### src/rtl/siren_pkg.sv
// Shared encodings and helpers for the two-tone siren generator.
package siren_pkg;

  typedef enum logic [1:0] {
    MODE_TONE  = 2'b00,
    MODE_SIREN = 2'b01,
    MODE_BEEP  = 2'b10
  } mode_t;

  typedef enum logic [1:0] {
    ST_IDLE = 2'b00,
    ST_SEG1 = 2'b01,
    ST_SEG2 = 2'b10
  } state_t;

  // Half-period of a square wave at freq_hz, in clock cycles.
  function automatic int half_period(input int clk_hz, input int freq_hz);
    return clk_hz / freq_hz / 2;
  endfunction

endpackage

### src/rtl/siren_tone_gen_divider.sv
// Half-period square-wave divider; clr restarts the phase with sq low.
module tone_divider #(
  parameter int DIV_W = 16
) (
  input  logic             clk,
  input  logic             rst,
  input  logic             clr,
  input  logic             en,
  input  logic [DIV_W-1:0] half,
  output logic             sq
);

  logic [DIV_W-1:0] cnt;

  always_ff @(posedge clk) begin
    if (rst || clr || !en) begin
      cnt <= '0;
      sq  <= 1'b0;
    end else if (cnt == half - DIV_W'(1)) begin
      cnt <= '0;
      sq  <= ~sq;
    end else begin
      cnt <= cnt + DIV_W'(1);
    end
  end

endmodule

### src/rtl/siren_tone_gen.sv
// Cadenced two-tone alarm: tone A / A-B siren / A-beep patterns driving one speaker pin.
module siren_tone_gen
  import siren_pkg::*;
#(
  parameter int CLK_HZ   = 10_000_000,
  parameter int FREQ_A   = 400,
  parameter int FREQ_B   = 300,
  parameter int SEG_CLKS = 5_000_000,
  parameter int DIV_W    = 16,
  parameter int SEG_W    = 24,
  parameter int REPS_W   = 4
) (
  input  logic              clk,
  input  logic              rst,
  input  logic              start,
  input  logic              stop,
  input  logic [1:0]        mode,
  input  logic [REPS_W-1:0] reps,
  output logic              spk,
  output logic              busy,
  output logic              done,
  output logic              tone_b
);

  localparam logic [DIV_W-1:0] HALF_A = DIV_W'(half_period(CLK_HZ, FREQ_A));
  localparam logic [DIV_W-1:0] HALF_B = DIV_W'(half_period(CLK_HZ, FREQ_B));

  state_t            state;
  mode_t             mode_l;
  logic [REPS_W-1:0] reps_l, pair_cnt, pair_nxt;
  logic [SEG_W-1:0]  seg_cnt;
  logic              seg_last, div_clr, div_en;
  logic [DIV_W-1:0]  div_half;

  assign seg_last = (seg_cnt == SEG_W'(SEG_CLKS - 1));
  assign pair_nxt = pair_cnt + REPS_W'(1);

  // Divider phase restarts on accepted start, every segment boundary and stop.
  always_comb begin
    div_clr  = 1'b0;
    div_en   = 1'b0;
    div_half = HALF_A;
    if (state == ST_IDLE) begin
      div_clr = start && !stop;
    end else begin
      div_clr = stop || seg_last;
    end
    if (state == ST_SEG1) div_en = 1'b1;
    if (state == ST_SEG2) begin
      div_en = (mode_l != MODE_BEEP);
      if (mode_l == MODE_SIREN) div_half = HALF_B;
    end
  end

  always_ff @(posedge clk) begin
    if (rst) begin
      state    <= ST_IDLE;
      mode_l   <= MODE_TONE;
      reps_l   <= '0;
      pair_cnt <= '0;
      seg_cnt  <= '0;
      busy     <= 1'b0;
      done     <= 1'b0;
      tone_b   <= 1'b0;
    end else begin
      done <= 1'b0;
      case (state)
        ST_IDLE: begin
          if (start && !stop) begin
            state    <= ST_SEG1;
            mode_l   <= (mode == 2'b11) ? MODE_SIREN : mode_t'(mode);
            reps_l   <= reps;
            pair_cnt <= '0;
            seg_cnt  <= '0;
            busy     <= 1'b1;
          end
        end
        default: begin
          if (stop) begin
            state   <= ST_IDLE;
            seg_cnt <= '0;
            busy    <= 1'b0;
            tone_b  <= 1'b0;
          end else if (seg_last) begin
            seg_cnt <= '0;
            if (state == ST_SEG1) begin
              state  <= ST_SEG2;
              tone_b <= (mode_l == MODE_SIREN);
            end else begin
              tone_b   <= 1'b0;
              pair_cnt <= pair_nxt;
              if (reps_l != '0 && pair_nxt == reps_l) begin
                state <= ST_IDLE;
                busy  <= 1'b0;
                done  <= 1'b1;
              end else begin
                state <= ST_SEG1;
              end
            end
          end else begin
            seg_cnt <= seg_cnt + SEG_W'(1);
          end
        end
      endcase
    end
  end

  tone_divider #(.DIV_W(DIV_W)) u_div (
    .clk  (clk),
    .rst  (rst),
    .clr  (div_clr),
    .en   (div_en),
    .half (div_half),
    .sq   (spk)
  );

endmodule
### config.mk
export PLATFORM = sky130hd
export DESIGN_NAME = siren_tone_gen
export DESIGN_NICKNAME = d
export VERILOG_FILES = /design/src/rtl/siren_pkg.sv /design/src/rtl/siren_tone_gen_divider.sv /design/src/rtl/siren_tone_gen.sv
export SDC_FILE = /design/constraint.sdc
export NUM_CORES = 1
export LEC_CHECK = 0
export CAP_MARGIN = 20
export CORE_MARGIN = 1
export CORE_UTILIZATION = 30
export CTS_CLUSTER_SIZE = 25
export DETAILED_ROUTE_END_ITERATION = 8
export HOLD_SLACK_MARGIN = 0.15
export PLACE_DENSITY = 0.54
export RECOVER_POWER = 25
export SLEW_MARGIN = 20
export SYNTH_ARGS = -nofsm -noshare
export SYNTH_HDL_FRONTEND = slang
export SYNTH_HIERARCHICAL = 1
export SYNTH_SLANG_ARGS = --single-unit
### constraint.sdc
create_clock -name clk -period 3.45 [get_ports clk]
set_input_delay 0.69 -clock clk [delete_from_list [all_inputs] [get_ports clk]]
set_output_delay 0.69 -clock clk [all_outputs]
set_load 0.02 [all_outputs]
==> results.tsv, run 1 <==
metric	value	unit
result of the run	complete, no violations	
non-filler cells, final	587	
cell area after technology mapping	3350	um2
top cells by area, synth	sky130_fd_sc_hd__dfxtp_1 (33%), sky130_fd_sc_hd__xnor2_1 (6.3%), sky130_fd_sc_hd__xor2_1 (6.0%)	
EDFF count, synth	0	
static leakage	0.00129	uW
pin count of the biggest net entering global routing	24	
DIE AREA	11600	um2
GR Overflow Total	0	
Total Neg Setup Slack	0	ns
area growth from synthesis to layout	14.9	%
Reg power frac	53.8	%
wire length of the first global-routing pass	12.8	mm
crit start category	register	
vias per std cell	4.97	
height of the chip	108	um
x dimension of the die	108	um
number of DRC markers in iteration 0	147	
power density over cell area	320	nW/um2
TritonCTS clock tree	done	
number of global-route vias before repair	2713	
Core Box Area	10900	um2
total area of sequential cells	1120	um2
Core Rows	38	
share of synthesized flip-flops with an asynchronous set or reset	0	%
biggest area consumer among synthesized cells	sky130_fd_sc_hd__dfxtp_1	
share of the yosys chip area belonging to registers	33.4	%
post-cts hold buffer count	0	
peak supply drop	0.173	mV
fraction of final layout cells with drive strength greater than 1	6.71	%
post-place instance area	3740	um2
leading post-synthesis cells by instance count	sky130_fd_sc_hd__dfxtp_1 (56), sky130_fd_sc_hd__nor2_1 (33), sky130_fd_sc_hd__nand2_1 (32)	
final cell area excluding filler cells	3850	um2
Total Nets Final	460	
unrepaired setup endpoints after global routing	false	
count of yosys warnings during synthesis	6	
GRT Util Overall	13.8	%
overall via count from detail_route	2916	
# setup viols final	0	
internal power component	934	uW
largest fanout on the critical path	17	
Combinational Power Share	8.7	%
number of instances resized during post-cts repair	0	
number of antenna violations at the first check in global routing	0	
net switching power	299	uW
CTS Root Buffer Type	sky130_fd_sc_hd__clkbuf_8	
Setup CP Type	reg -> reg	
number of pins with negative max-slew slack in the final report	0	
count of buffer and inverter cells on the critical path	3	
final hold violations	0	
post-layout min period	3.00	ns
total wire length	7.51	mm
routability congestion estimate	0.795	
required time reported for the critical path endpoint	3.64	ns
Clock Tree Buf Depth	2	
number of fillers in the final layout	1125	
Skew-Pair Late Insertion Delay	0.32	ns
crit path capture type	register	
Post-synth top flop	sky130_fd_sc_hd__dfxtp_1	
post-CTS setup buffer count	0	
worst clock skew on the final layout	0.00702	ns
Antenna Nets Post-Route	0	
number of distinct library cells after synthesis	65	
worst slew margin relative to its limit	53.8	%
cell-by-cell trace of the critical path	nor2b_1 -> and3b_1 -> buf_4 -> inv_1 -> ha_1 -> or3b_2 -> o211ai_1 -> nor3_1 -> nand3_1 -> nor4_4 -> buf_4 -> nor3_1	
Slew @ Worst Pin	0.687	ns
effective utilization at floorplan	30.8	%
arrival time at the worst endpoint	3.19	ns
switch share	24.2	%
mean cell area of the mapped netlist	8.20	um2
number of instances in the placed design	579	
Max Cap Violations	0	
count of clock tree sinks	56	
fin util	35.4	%
path class of the lowest-slack min-delay path	reg -> reg	
number of instances in the synthesized netlist	409	
area occupied by multi-input gates	2200	um2
Clock Power Share	37.6	%
half-perimeter wire length after detailed placement	5.57	mm
ratio of final minimum period to clock period	86.9	%
clk slew on worst S/H paths	0.10	ns
crit-path leading delay family	simple AND/OR/NAND/NOR gates	
top cell type's share of synthesized area	33.4	%
Worst path max stage delay	0.47	ns
number of antenna cells inserted	0	
DRC viols	0	
number of CTS-inserted buffers	5	
highest attainable clock frequency	333	MHz
count of boundary I/O pins	14	
number of iterations in the first detailed-routing pass	4	
wire per inst	12.8	um
IO Port Bufs	13	
post-synthesis register bit count	56	
library cell contributing the largest single delay on the critical path	sky130_fd_sc_hd__dfxtp_1	
dominant cell by count in the synthesized netlist	sky130_fd_sc_hd__dfxtp_1	
deepest level of the CTS H-tree	2	
power groups by stage:
| stage | combinational (uW) | sequential, uW | clock (uW) |
|---|---|---|---|
| after floorplan | 75.0 | 676 | 0 |
| after global placement | 108 | 677 | 0 |
| after detailed placement | 108 | 677 | 0 |
| after CTS | 109 | 663 | 481 |
| after global routing | 121 | 664 | 508 |
| final | 107 | 663 | 463 |
state kept, by name (all words and copies together), names as in the netlist:
register / count
pair_cnt: 4
seg_cnt: 24
done: 1
u_div/cnt: 16
reps_l: 4
u_div/sq: 1
mode_l: 2
state: 2
busy: 1
tone_b: 1
logic make-up after synthesis:
group	count (synthesis)	share of synthesized area, %
other	2	0.224
muxes	7	2.31
DFF	56	33.4
xor gates and xnor gates	47	12.3
buffers and inverters	26	3.32
and+or+nand+nor	198	32.6
adders and majority gates	4	1.49
AOI/OAI and AO/OA	69	14.4
routing by layer:
| metal | track usage, % | part of all wire [%] | routed length (um) | vias to the layer above |
|---|---|---|---|---|
| met1 | 19.0 | 51 | 3800 | 1345 |
| li1 | - | - | - | 1541 |
| met4 | 3.62 | 0.72 | 54 | 0 |
| met3 | 2.91 | 2.1 | 160 | 7 |
| met5 | 0 | 0 | 0 | - |
| met2 | 21.8 | 47 | 3500 | 23 |
area by class of cell:
cell class,instances,share of cell area (%)
Multi-Input combinational cell,349,57.1
Sequential cell,56,29.1
Timing Repair Buffer,22,4.94
Tap cell,140,4.55
Clock buffer,6,2.14
Inverter,12,1.17
Clock inverter,2,1.01
cell usage in the layout (no fill, tap or decap), drive strengths merged, types with 5 or more instances in the layout:
cell,synthesis,final
clkbuf,10,8
a31oi,5,5
inv,12,12
nand2,32,32
dlygate4sd3,0,5
nor2,33,33
or2,7,7
nand2b,9,9
xor2,23,23
nor3,28,28
xnor2,24,24
nand3,26,26
nor4,5,5
conb,2,24
buf,4,7
dfxtp,56,56
or4,7,7
and3,5,5
clkdlybuf4s50,0,8
nor2b,7,7
a21oi,24,24
nand4,13,13
metrics by stage:
step | setup slack [ns] | hold WS [ns] | total power, uW
floorplan | 0.322 | 0.447 | 751
global placement | 0.489 | 0.464 | 785
detailed placement | 0.408 | 0.470 | 786
CTS | 0.396 | 0.489 | 1250
global route | 0.165 | 0.503 | 1290
finish | 0.450 | 0.483 | 1230
worst reg2reg max path, stage by stage, from the launching register on:
cell and delay [ns]:
sky130_fd_sc_hd__dfxtp_1 0.47, sky130_fd_sc_hd__nor2b_1 0.20, sky130_fd_sc_hd__and3b_1 0.24, sky130_fd_sc_hd__buf_4 0.24
sky130_fd_sc_hd__inv_1 0.06, sky130_fd_sc_hd__ha_1 0.22, sky130_fd_sc_hd__or3b_2 0.26, sky130_fd_sc_hd__o211ai_1 0.11
sky130_fd_sc_hd__nor3_1 0.20, sky130_fd_sc_hd__nand3_1 0.15, sky130_fd_sc_hd__nor4_4 0.36, sky130_fd_sc_hd__buf_4 0.28
sky130_fd_sc_hd__nor3_1 0.07
worst paths after layout:
check / start / end / slack (ns) / depth (start not counted)
setup / recovery: state[1] / u_div/cnt[5] / 0.45 / 12
setup reg to reg: state[1] / u_div/cnt[5] / 0.45 / 12
hold reg to reg: reps_l[3] / reps_l[3] / 0.48 / 2
hold / removal: reps_l[3] / reps_l[3] / 0.48 / 2
(Power assumes the default switching activity.)
==> run 2, diff against run 1 <==
Settings changed: CORE_MARGIN 1 to 8, PLACE_DENSITY 0.54 to 0.47.
==> run 2 against run 1 <==
Net effect:
- die area is 28% higher
- combinational power is 4% higher
- setup slack got worse by 0.041 ns
- via count up 1.1%
- register-to-register slack lost 0.04 ns
- highest routed layer unchanged
==> results.tsv, run 2 (same netlist as run 1, synthesis figures left out) <==
metric	value	unit	change
result of the run	complete, no violations		unchanged
unrepaired setup endpoints after global routing	false		unchanged
required time reported for the critical path endpoint	3.66	ns	was 3.64 ns
number of iterations in the first detailed-routing pass	4		unchanged
Core Box Area	10900	um2	unchanged
Design Power	1150	uW	was 1230 uW
worst clock skew on the final layout	0.0196	ns	was 0.00702 ns
static leakage	0.00129	uW	about the same
hold path startpoint	reps_l[3]		unchanged
x dimension of the die	122	um	was 108 um
IO Port Bufs	13		unchanged
CTS Root Buffer Type	sky130_fd_sc_hd__clkbuf_8		unchanged
Setup CP Type	reg -> reg		unchanged
number of pins with negative max-slew slack in the final report	0		unchanged
Reg2Reg Setup Slack	0.41	ns	was 0.45 ns
Total Nets Final	463		was 460
most common cell after layout, fill and taps aside	sky130_fd_sc_hd__dfxtp_1		unchanged
clk slew on worst S/H paths	0.11	ns	was 0.10 ns
fraction of final layout cells with drive strength greater than 1	7.33	%	was 6.71%
number of fillers in the final layout	1150		was 1125
origin of the critical flop-to-flop path	state[1]		unchanged
post-cts hold buffer count	0		unchanged
Total Neg Setup Slack	0	ns	unchanged
# setup viols final	0		unchanged
Worst Hold Path EP	reps_l[3]		unchanged
path class of the lowest-slack min-delay path	reg -> reg		unchanged
Worst Reg-to-Reg Cells	9		was 12
routability congestion estimate	0.817		was 0.795
area growth from synthesis to layout	14.7	%	was 14.9%
half-perimeter wire length after detailed placement	5.97	mm	was 5.57 mm
number of global-route vias before repair	2885		was 2713
post-layout min period	3.04	ns	was 3.00 ns
wire per inst	13.4	um	was 12.8 um
end of the worst register-to-register path	u_div/cnt[2]		was u_div/cnt[5]
crit path capture type	register		unchanged
GRT Util Overall	11.4	%	was 13.8%
number of flip-flops in the largest register	24		unchanged
TritonCTS clock tree	done		unchanged
Slew @ Worst Pin	0.673	ns	was 0.687 ns
worst-case hold slack	0.484	ns	was 0.483 ns
crit start category	register		unchanged
Clock Tree Buf Depth	2		unchanged
number of antenna cells inserted	0		unchanged
number of DRC markers in iteration 0	192		was 147
number of antenna violations at the first check in global routing	0		unchanged
hold-critical path depth	2		unchanged
worst slew margin relative to its limit	54.9	%	was 53.8%
GR Overflow Total	0		unchanged
peak supply drop	0.125	mV	was 0.173 mV
number of CTS-inserted buffers	5		unchanged
DIE AREA	14800	um2	was 11600 um2
largest registers ranked by flip-flop count	seg_cnt: 24 flops, u_div/cnt: 16 flops		unchanged
height of the chip	122	um	was 108 um
Max Cap Violations	0		unchanged
ratio of final minimum period to clock period	88.1	%	was 86.9%
largest fanout on the critical path	16		was 17
power density over cell area	298	nW/um2	was 320 nW/um2
Core Rows	38		unchanged
Skew-Pair Late Insertion Delay	0.33	ns	was 0.32 ns
deepest level of the CTS H-tree	2		unchanged
Reg with most FFs	seg_cnt		unchanged
total wire length	7.93	mm	was 7.51 mm
DRC viols	0		unchanged
wire length of the first global-routing pass	13.9	mm	was 12.8 mm
post-CTS setup buffer count	0		unchanged
final hold violations	0		unchanged
count of boundary I/O pins	14		unchanged
Antenna Nets Post-Route	0		unchanged
count of clock tree sinks	56		unchanged
highest attainable clock frequency	329	MHz	was 333 MHz
overall via count from detail_route	2948		was 2916
Critical path origin	state[1]		unchanged
leading cell types in the layout, fill and taps excluded	sky130_fd_sc_hd__dfxtp_1 (56), sky130_fd_sc_hd__nor2_1 (33), sky130_fd_sc_hd__nand2_1 (32), sky130_fd_sc_hd__nor3_1 (27), sky130_fd_sc_hd__nand3_1 (26)		was sky130_fd_sc_hd__dfxtp_1 (56), sky130_fd_sc_hd__nor2_1 (33), sky130_fd_sc_hd__nand2_1 (32), sky130_fd_sc_hd__nor3_1 (28), sky130_fd_sc_hd__nand3_1 (26)
effective utilization at floorplan	30.8	%	unchanged
number of instances resized during post-cts repair	0		unchanged
arrival time at the worst endpoint	3.25	ns	was 3.19 ns
fin util	35.3	%	was 35.4%
vias per std cell	5.00		was 4.97
pin count of the biggest net entering global routing	24		unchanged
-- run 2: cell types whose count changed in the layout (fill, tap and decap cells not counted), sizes merged --
cell	change
inv	+1
buf	+3
bufinv	-1
-- run 2: critical path: stages (launching register included) --
cell and delay (ns):
sky130_fd_sc_hd__dfxtp_1 0.40, sky130_fd_sc_hd__nor2b_1 0.18, sky130_fd_sc_hd__and3b_1 0.28, sky130_fd_sc_hd__or4_1 0.63
sky130_fd_sc_hd__nor4b_1 0.37, sky130_fd_sc_hd__or2_2 0.18, sky130_fd_sc_hd__o2111ai_1 0.16, sky130_fd_sc_hd__nor4_4 0.37
sky130_fd_sc_hd__buf_4 0.27, sky130_fd_sc_hd__nor3_1 0.07
-- run 2: layer usage --
| layer | wire (um) | global-route usage [%] |
|---|---|---|
| met1 | 4120 | 15.7 |
| met2 | 3440 | 17.1 |
| met3 | 249 | 2.68 |
| met4 | 116 | 3.86 |
| met5 | 0 | 0 |
-- run 2: cell type report --
type	instances	area [um2]	share of cell area [%]
tap	140	175	4.55
clock inverter	2	13.8	0.358
timing repair buffer	25	213	5.53
inverter	12	45.0	1.17
sequential	56	1120	29.1
clock buffer	6	72.6	1.89
multi-input combinational	349	2210	57.4
-- run 2: worst max path at each step --
stage                     cells past startpoint            to
after floorplan                               9      u_div/sq
after global placement                        9  u_div/cnt[1]
after detailed placement                      9  u_div/cnt[2]
after CTS                                     9  u_div/cnt[5]
after global routing                         11  u_div/cnt[6]
final                                         9  u_div/cnt[2]
-- run 2: per-stage QoR --
stage,setup WS [ns],cell area [um2],instances
after floorplan,0.322,3440,431
after global placement,0.484,3770,582
after detailed placement,0.402,3770,582
after CTS,0.352,3850,590
after global routing,0.0506,3850,590
final,0.409,3850,590
-- run 2: report_power, final --
part           total (uW)  switching [uW]  internal, uW  leakage [uW]
Combinational         111            67.6          43.7      0.000793
Sequential            662            8.38           654      0.000452
Clock                 374             229           146     0.0000456
Total                1150             305           843       0.00129
==> run 3, diff against run 2 <==
Settings changed: CELL_PAD_IN_SITES_DETAIL_PLACEMENT from default to 0, CELL_PAD_IN_SITES_GLOBAL_PLACEMENT from default to 1, CTS_CLUSTER_DIAMETER from default to 30, PLACE_DENSITY 0.47 to 0.58.
==> run 3 against run 2 <==
Net effect:
- die area is the same
- critical path depth grew 3
- utilization shrank 0.10 points
- sequential power is essentially flat
- setup slack gained 0.044 ns
- final cell count shrank 0.17%
- wire length grew 3.1%
- clock power shrank 3%
- via count shrank 0.27%
- global-route usage grew 0.54 points
- design area shrank 0.29%
- non-clock buffer count shrank 1
- critical path type unchanged
- largest power group unchanged
==> results.tsv, run 3 (same netlist as run 1, synthesis figures left out) <==
metric	value	unit	change
Reg2Reg Setup Slack	0.45	ns	was 0.41 ns
hold-critical path depth	2		unchanged
worst slew margin relative to its limit	57.0	%	was 54.9%
number of iterations in the first detailed-routing pass	4		unchanged
x dimension of the die	122	um	unchanged
number of pins with negative max-slew slack in the final report	0		unchanged
static leakage	0.00129	uW	about the same
Worst Hold Path EP	reps_l[3]		unchanged
count of boundary I/O pins	14		unchanged
post-CTS setup buffer count	0		unchanged
count of clock tree sinks	56		unchanged
Reg with most FFs	seg_cnt		unchanged
effective utilization at floorplan	30.8	%	unchanged
final cell area excluding filler cells	3830	um2	was 3850 um2
leading cell types in the layout, fill and taps excluded	sky130_fd_sc_hd__dfxtp_1 (56), sky130_fd_sc_hd__nor2_1 (33), sky130_fd_sc_hd__nand2_1 (32), sky130_fd_sc_hd__nor3_1 (28), sky130_fd_sc_hd__nand3_1 (26)		was sky130_fd_sc_hd__dfxtp_1 (56), sky130_fd_sc_hd__nor2_1 (33), sky130_fd_sc_hd__nand2_1 (32), sky130_fd_sc_hd__nor3_1 (27), sky130_fd_sc_hd__nand3_1 (26)
number of flip-flops in the largest register	24		unchanged
Slew @ Worst Pin	0.640	ns	was 0.673 ns
crit start category	register		unchanged
area growth from synthesis to layout	14.3	%	was 14.7%
fraction of final layout cells with drive strength greater than 1	7.13	%	was 7.33%
Setup CP Type	reg -> reg		unchanged
internal power component	840	uW	was 843 uW
GRT Util Overall	12.0	%	was 11.4%
GR Overflow Total	0		unchanged
post-cts hold buffer count	0		unchanged
final hold violations	0		unchanged
number of global-route vias before repair	2927		was 2885
number of fillers in the final layout	1174		was 1150
pin count of the biggest net entering global routing	22		was 24
Combinational Power Share	9.7	%	about the same
crit path capture type	register		unchanged
number of antenna cells inserted	0		unchanged
half-perimeter wire length after detailed placement	6.14	mm	was 5.97 mm
most common cell after layout, fill and taps aside	sky130_fd_sc_hd__dfxtp_1		unchanged
number of instances resized during post-cts repair	0		unchanged
arrival time at the worst endpoint	3.21	ns	was 3.25 ns
routability congestion estimate	0.779		was 0.817
clk slew on worst S/H paths	0.10	ns	was 0.11 ns
Core Rows	38		unchanged
Worst Reg-to-Reg Cells	12		was 9
largest fanout on the critical path	16		unchanged
total wire length	8.18	mm	was 7.93 mm
post-layout min period	3.00	ns	was 3.04 ns
wire length of the first global-routing pass	14.4	mm	was 13.9 mm
power density over cell area	297	nW/um2	was 298 nW/um2
worst clock skew on the final layout	0.0103	ns	was 0.0196 ns
result of the run	complete, no violations		unchanged
end of the worst register-to-register path	u_div/cnt[15]		was u_div/cnt[2]
Antenna Nets Post-Route	0		unchanged
Max Cap Violations	0		unchanged
origin of the critical flop-to-flop path	state[1]		unchanged
ratio of final minimum period to clock period	86.9	%	was 88.1%
highest attainable clock frequency	334	MHz	was 329 MHz
net switching power	298	uW	was 305 uW
Clock Tree Buf Depth	2		unchanged
CTS Root Buffer Type	sky130_fd_sc_hd__clkbuf_8		unchanged
Total Nets Final	462		was 463
number of DRC markers in iteration 0	171		was 192
hold path startpoint	reps_l[3]		unchanged
switch share	26.2	%	was 26.5%
number of CTS-inserted buffers	5		unchanged
overall via count from detail_route	2940		was 2948
# setup viols final	0		unchanged
DIE AREA	14800	um2	unchanged
Clock Power Share	32.0	%	was 32.6%
Skew-Pair Late Insertion Delay	0.32	ns	was 0.33 ns
post-place instance area	3760	um2	was 3770 um2
Reg power frac	58.2	%	was 57.7%
DRC viols	0		unchanged
unrepaired setup endpoints after global routing	false		unchanged
peak supply drop	0.186	mV	was 0.125 mV
wire per inst	13.9	um	was 13.4 um
TritonCTS clock tree	done		unchanged
vias per std cell	4.99		was 5.00
height of the chip	122	um	unchanged
path class of the lowest-slack min-delay path	reg -> reg		unchanged
Total Neg Setup Slack	0	ns	unchanged
number of antenna violations at the first check in global routing	0		unchanged
required time reported for the critical path endpoint	3.66	ns	about the same
largest registers ranked by flip-flop count	seg_cnt: 24 flops, u_div/cnt: 16 flops		unchanged
IO Port Bufs	13		unchanged
deepest level of the CTS H-tree	2		unchanged
Core Box Area	10900	um2	unchanged
-- run 3: changes by cell type in the layout (fill, tap and decap cells not counted), sizes merged --
| cell | before | now |
|---|---|---|
| clkbuf | 8 | 7 |
| buf | 10 | 9 |
| clkinv | 1 | 3 |
| inv | 13 | 12 |
-- run 3: cell type report --
type,count,area [um2],area share (%)
multi-input cells,349,2200,57.4
inverters,12,45.0,1.17
flip-flops and latches,56,1120,29.2
repair buffers,24,205,5.35
well taps,140,175,4.57
clock inverters,3,18.8,0.489
clock buffers,5,68.8,1.79
-- run 3: metal layers --
layer	GRT usage [%]	vias up	share of wire [%]
met3	2.59	7	2.4
li1	-	1549	-
met2	20.3	27	48
met4	3.62	0	1.1
met1	14.8	1357	48
met5	0	-	0
-- run 3: how the worst max path moves through the flow --
stage / from / endpoint / slack [ns] / cells past startpoint
after floorplan: state[1] / u_div/sq / 0.32 / 9
after global placement: state[1] / u_div/cnt[1] / 0.50 / 9
after detailed placement: state[1] / u_div/cnt[15] / 0.44 / 9
after CTS: state[1] / u_div/cnt[15] / 0.43 / 9
after global routing: state[1] / u_div/cnt[10] / 0.19 / 10
final: state[1] / u_div/cnt[15] / 0.45 / 12
-- run 3: worst max-delay path, cell delays in order (launching register included) --
cell                       delay [ns]
sky130_fd_sc_hd__dfxtp_1         0.48
sky130_fd_sc_hd__nor2b_1         0.20
sky130_fd_sc_hd__and3b_1         0.27
sky130_fd_sc_hd__buf_4           0.23
sky130_fd_sc_hd__inv_1           0.06
sky130_fd_sc_hd__ha_1            0.22
sky130_fd_sc_hd__or3b_2          0.26
sky130_fd_sc_hd__o211ai_1        0.11
sky130_fd_sc_hd__nor3_1          0.21
sky130_fd_sc_hd__nand3_1         0.15
sky130_fd_sc_hd__nor4_4          0.35
sky130_fd_sc_hd__buf_4           0.28
sky130_fd_sc_hd__nor3_1          0.08
-- run 3: power by group through the flow --
stage,Sequential (uW),Combinational (uW),Clock [uW]
6_report,663,111,364
5_1_grt,665,128,418
4_1_cts,663,114,391
3_5_place_dp,678,114,0
3_3_place_gp,678,113,0
2_1_floorplan,676,75.0,0
-- run 3: stage by stage --
| step | hold WS [ns] | std cells | utilization, % | setup slack (ns) | power (uW) |
|---|---|---|---|---|---|
| 4_1_cts | 0.486 | 589 | 35.3 | 0.426 | 1170 |
| 6_report | 0.481 | 589 | 35.2 | 0.453 | 1140 |
| 3_3_place_gp | 0.466 | 581 | 34.5 | 0.503 | 791 |
| 5_1_grt | 0.519 | 589 | 35.2 | 0.191 | 1210 |
| 3_5_place_dp | 0.473 | 581 | 34.5 | 0.440 | 792 |
| 2_1_floorplan | 0.447 | 431 | - | 0.322 | 751 |
